## src/rtl/cd_rs_syndrome.sv

```systemverilog
// Reed-Solomon syndrome generator: Horner-evaluates N_SYN syndromes over GF(256),
// one symbol per cycle, and hands each codeword's syndrome vector out under valid/ready.
module cd_rs_syndrome #(
  parameter int N_SYM = 32,
  parameter int N_SYN = 4,
  parameter int ROOT0 = 0,
  parameter logic [8:0] POLY = 9'h11D
) (
  input  logic                 clk,
  input  logic                 rst_n,
  input  logic                 flush,
  input  logic                 in_valid,
  output logic                 in_ready,
  input  logic [7:0]           in_data,
  output logic                 out_valid,
  input  logic                 out_ready,
  output logic [8*N_SYN-1:0]   out_syn,
  output logic                 out_zero,
  output logic [7:0]           sym_cnt
);

  // Handshakes: a transfer happens on a rising edge where valid && ready are
  // both high; out_valid/out_syn hold steady until that transfer happens.

  localparam logic [7:0] LAST = 8'(N_SYM - 1);

  function automatic logic [7:0] gf_mul(input logic [7:0] a, input logic [7:0] b);
    logic [7:0] p;
    logic [7:0] x;
    p = 8'h00;
    x = a;
    for (int i = 0; i < 8; i++) begin
      if (b[i]) p = p ^ x;
      x = x[7] ? ((x << 1) ^ POLY[7:0]) : (x << 1);
    end
    return p;
  endfunction

  function automatic logic [7:0] gf_pow(input int e);
    logic [7:0] r;
    r = 8'h01;
    for (int i = 0; i < e; i++) r = gf_mul(r, 8'h02);
    return r;
  endfunction

  logic [8*N_SYN-1:0] acc;
  logic [8*N_SYN-1:0] acc_nxt;
  logic               last;
  logic               accept;

  // Each lane multiplies by its own constant root, so the multiplier folds to XORs.
  for (genvar j = 0; j < N_SYN; j++) begin : g_lane
    localparam logic [7:0] ROOT = gf_pow(ROOT0 + j);
    assign acc_nxt[8*j +: 8] = gf_mul(acc[8*j +: 8], ROOT) ^ in_data;
  end

  assign last     = (sym_cnt == LAST);
  assign in_ready = !(last && out_valid && !out_ready);
  assign accept   = in_valid && in_ready;

  always_ff @(posedge clk) begin
    if (!rst_n) begin
      acc       <= '0;
      sym_cnt   <= 8'd0;
      out_syn   <= '0;
      out_valid <= 1'b0;
      out_zero  <= 1'b0;
    end else begin
      if (out_valid && out_ready) out_valid <= 1'b0;
      if (flush) begin
        acc     <= '0;
        sym_cnt <= 8'd0;
      end else if (accept) begin
        if (last) begin
          // A fresh load overrides the handshake clear above.
          out_syn   <= acc_nxt;
          out_zero  <= ~|acc_nxt;
          out_valid <= 1'b1;
          acc       <= '0;
          sym_cnt   <= 8'd0;
        end else begin
          acc     <= acc_nxt;
          sym_cnt <= sym_cnt + 8'd1;
        end
      end
    end
  end

endmodule

```

## config.mk

```make
export PLATFORM = sky130hd
export DESIGN_NAME = cd_rs_syndrome
export DESIGN_NICKNAME = d
export VERILOG_FILES = /design/src/rtl/cd_rs_syndrome.sv
export SDC_FILE = /design/constraint.sdc
export NUM_CORES = 1
export LEC_CHECK = 0
export CORE_MARGIN = 1.5
export CORE_UTILIZATION = 45
export DETAILED_ROUTE_END_ITERATION = 8
export HOLD_SLACK_MARGIN = 0.08
export PLACE_DENSITY_LB_ADDON = 0.15
export SETUP_SLACK_MARGIN = 0.5
export SYNTH_ARGS = -nofsm -noshare
export SYNTH_HDL_FRONTEND = slang
export SYNTH_SLANG_ARGS = --single-unit
```

## constraint.sdc

```tcl
create_clock -name clk -period 3.4 [get_ports clk]
set_input_delay 0.51 -clock clk [delete_from_list [all_inputs] [get_ports clk]]
set_output_delay 0.51 -clock clk [all_outputs]
set_load 0.01 [all_outputs]
```

======== Word-level counts from Yosys, hierarchy flattened ========
Cells that the tools add are included.
cells by class
  $add $sub $neg .......................... 1
  equality and inequality tests ........... 1
  multiplexer cells ....................... 12
  bitwise gates (word level) .............. 12
  reductions and logical operators ........ 10
operators by type and width
  kind                                            number
  two-way mux 32 bit                              1
  OR reduction 32 bit                             1
  bitwise XOR 8 bit                               4
  two-way mux 5 bit                               6
  NOT 4 bit                                       6
  adder 8 x 1 -> 8 bit (second input constant)    1
  == test 8 x 5 -> 1 bit (second input constant)  1
  two-way mux 8 bit                               1
  logical AND 1 bit                               4
  two-way mux 1 bit                               4
  zero test 1 bit                                 3
  AND reduction 3 bit                             1
  NOT 1 bit                                       2
  OR reduction 2 bit                              1
word-level totals
  register bits after elaboration ......... 74
  output and inout bits ................... 43
  logic and storage cells ................. 41

======== Logic depth before layout (Yosys ltp) ========
  depth after elaboration ................. 9
  depth in mapped cells ................... 7

======== Worst setup path before layout ========
Ideal clock, no wire load.
  kind .................................... reg-to-output
  from .................................... register sym_cnt[0]
  to ...................................... output in_ready
  arrival time ............................ 1.436 ns
  path slack .............................. 1.454 ns
  stages on the path, launching flop included .. 6
  cell sequence ........................... dfxtp_1 -> ha_1 -> nor4b_4 -> and2_1 -> clkbuf_1 -> nand2_1
on the way
  word-level cells in the longest chain between the ends .. 4
ends and longest elaborated chain
  element                          RTL line  RTL
  start, declared                  19        output logic [7:0] sym_cnt
  start signal, assigned           83        sym_cnt <= sym_cnt + 8'd1;
  == test 8 x 5 -> 1 bit           57        assign last = (sym_cnt == LAST);
  logical AND 1 bit (2 in series)  58        assign in_ready = !(last && out_valid && !out_ready);
  zero test 1 bit                  58
  end, declared                    13        output logic in_ready,
No other way between the ends.

======== Final worst setup path ========
Same ends and word-level chain as after synthesis.

==> impl_metrics.toml <==
[drt]
wl_per_cell_um = 15.7
num_vias = 2830
drt_iter0_markers = 127
drc = 0
drt_wl_total_mm = 8.33
drt-pass1-iter-count = 4
ant_nets = 0
via_per_inst = 5.33

[sta]
rsz0062_at_grt = "no"
worst_slew_pin_slew_ps = 593
max_freq_mhz = 368
hold_ws_ps = 462
finalCritPeriodShare = 0.800
fin_crit_ps = 2720
setup_viol = 0
hold_viol = 0
fin_ws_ps = 680
setup_tns_ps = 0
max_slew_margin = 0.604
slew_viol_final = 0
fin_skew_ps = 8.67

[placed_design]
dpl.hpwl_mm = 5.87
dpl_worst_slack_ps = 836
portBuffers = 55
dpl.cell_count = 515
gp_congestion = 0.861

[worst_setup_path]
worstSetupEndpointType = "output pin"
arrival_ps = 2210
startpoint = "sym_cnt[0]$_SDFFE_PP0P_"
slowest_delay_ps = 480
rrSetupSlack_ps = 1070
critPathKind = "flip-flop to output pin"
worstReg2RegStart = "sym_cnt[0]$_SDFFE_PP0P_"
crit_slowest_cell = "clkdlybuf4s50_1"
required_ps = 2890
critPathLaunchType = "flip-flop"
rr_worst_depth = 6
r2r_end = "out_zero$_SDFFE_PN0P_"
critPathMaxFanout = 12
crit_chain = "ha_1 > nor4b_4 > and2_4 > nand2_1 > clkdlybuf4s50_1"

[global_routing]
grt_usage = 0.214
overflow = 0
grt_max_degree = 36
grt_pass1_wl_mm = 13.8
first_global_vias = 2759
antenna_found_initial = 0

[die]
core-area_um2 = 7370
initial_utilization = 0.470
row_count = 31
dieWidth_um = 90.8
io_pins = 56
dieArea_um2 = 8240
die-height_um = 90.8

[clock_network]
htreeDepth = 3
root_buffer = "clkbuf_8"
cts.path.max_buffers = 2
numCtsBuffers = 9
clk_latency_ps = 360
clk_pin_slew_ps = 80
cts.sinks = 74
cts_hold_buf = 0
cts_tree = "yes"
cts_setup_buffers = 0

[power_and_ir_drop]
finalPower_mw = 1.88
power_frac_seq = 0.479
sw_frac_of_total = 0.253
p_leak_nw = 1.72
ir_worst_vdd_uv = 270
p_int_mw = 1.40
power.switching_mw = 0.474
share_comb_of_total_power = 0.106
power.density_nw_per_um2 = 441
p_clk_frac = 0.415

[synth]
ys_seq_area_frac = 0.427
syn_nets = 403
ys_warn_count = 0
synth_cell_types = 39
syn_inst = 389
syn_avg_cell_area_um2 = 8.91
synth_area_um2 = 3470
ys_seq_elements = 74

[final_layout]
num-nets-final = 441
mostFrequentLayoutCell = "dfxtp_1"
synthToLayoutAreaGrowth_pct = 22.9
antenna-diode-count = 0
drive_gt1_frac = 0.0694
final_cell_count_no_fill = 531
final_cell_mix = "dfxtp_1, clkdlybuf4s50_1, nor2_1"

[outcome]
status = "finished clean"

[min_path]
worstHoldEndpoint = "out_syn[12]$_SDFFE_PN0P_"
whs_path_depth = 2
hp-start = "out_syn[12]$_SDFFE_PN0P_"
hold_path.class = "flip-flop to flip-flop"

[run]
drv_cap = 0
through the flow:
stage                      util  cell area, um2
after floorplan               -            3470
after global placement    0.547            4030
after detailed placement  0.547            4030
after CTS                 0.578            4260
after global routing      0.578            4260
final                     0.578            4260
Yosys cell counts (all sizes together):
cell     count  area share
o21ai       11       0.017
o2bb2ai      6       0.015
and4         1      0.0025
or3          3      0.0069
xnor2       28       0.071
and4b        1      0.0029
a32o         1      0.0032
nand3b       9       0.019
and2         3      0.0054
nor4b        2      0.0094
and3         4      0.0072
dfxtp       74        0.43
mux2i        3      0.0087
inv          1      0.0011
nand2       37       0.040
ha           1      0.0036
a31oi        1      0.0018
a22oi       10       0.022
a21boi       4      0.0087
nor3         4      0.0058
nand4        6       0.011
o211a       17       0.049
a2bb2oi      8       0.020
nor2        50       0.054
xor2        23       0.058
nor4         1      0.0036
nand3        4      0.0058
a222oi       1      0.0029
nor2b       13       0.023
a21oi       16       0.023
nand2b       2      0.0036
clkbuf      21       0.023
nor3b        8       0.017
buf         15       0.027
layout make-up:
type,count,area (um2)
fillers,697,3110
multi-input cells,278,1810
flip-flops and latches,74,1480
repair buffers,63,611
clock buffers,10,138
well taps,99,124
clock inverters,6,90.1
inverters,1,3.75
worst max-delay path by stage:
stage	endpoint	slack, ps
final	in_ready	680
after global routing	in_ready	560
after CTS	in_ready	600
after detailed placement	out_zero$_SDFFE_PN0P_	840
after global placement	in_ready	870
after floorplan	in_ready	1450
timing repair:
item,4_1_cts,5_1_grt
hold endpoints to repair,0,0
gates resized for setup,1,1
setup endpoints to repair,1,1
cloned,0,0
power groups by stage:
stage          Sequential, mW  Combinational (mW)  Clock (mW)
6_report                0.899               0.200       0.779
5_1_grt                 0.902               0.218       0.831
4_1_cts                 0.899               0.199       0.794
3_5_place_dp            0.919               0.198           0
3_3_place_gp            0.919               0.197           0
2_1_floorplan           0.911               0.152           0
registers in the layout, summed over array words and instances (netlist names):
signal,cells
sym_cnt,8
out_syn,32
out_zero,1
out_valid,1
acc,32
metal layers:
| metal | up-vias | routed length, um | global-route usage |
|---|---|---|---|
| met5 | - | 0 | 0 |
| met4 | 0 | 178 | 0.108 |
| met1 | 1338 | 3830 | 0.279 |
| met2 | 69 | 3840 | 0.337 |
| met3 | 17 | 481 | 0.0412 |
| li1 | 1406 | - | - |
kinds of logic after synthesis:
family,synth area share
and+or+nand+nor,0.218
AOI/OAI and AO/OA,0.163
DFF,0.427
xor gates and xnor gates,0.129
buffers and inverters,0.0505
muxes,0.00866
adders and majority gates,0.00361
worst max-delay path: cells and delay by family (launching register included):
kind | cells | cell delay [ps]
adder cells (fa/ha/maj) | 1 | 270
buffers and inverters | 1 | 480
flip-flops | 1 | 420
AND/OR/NAND/NOR | 3 | 680
Note: power is estimated with default switching activity, not from simulation.
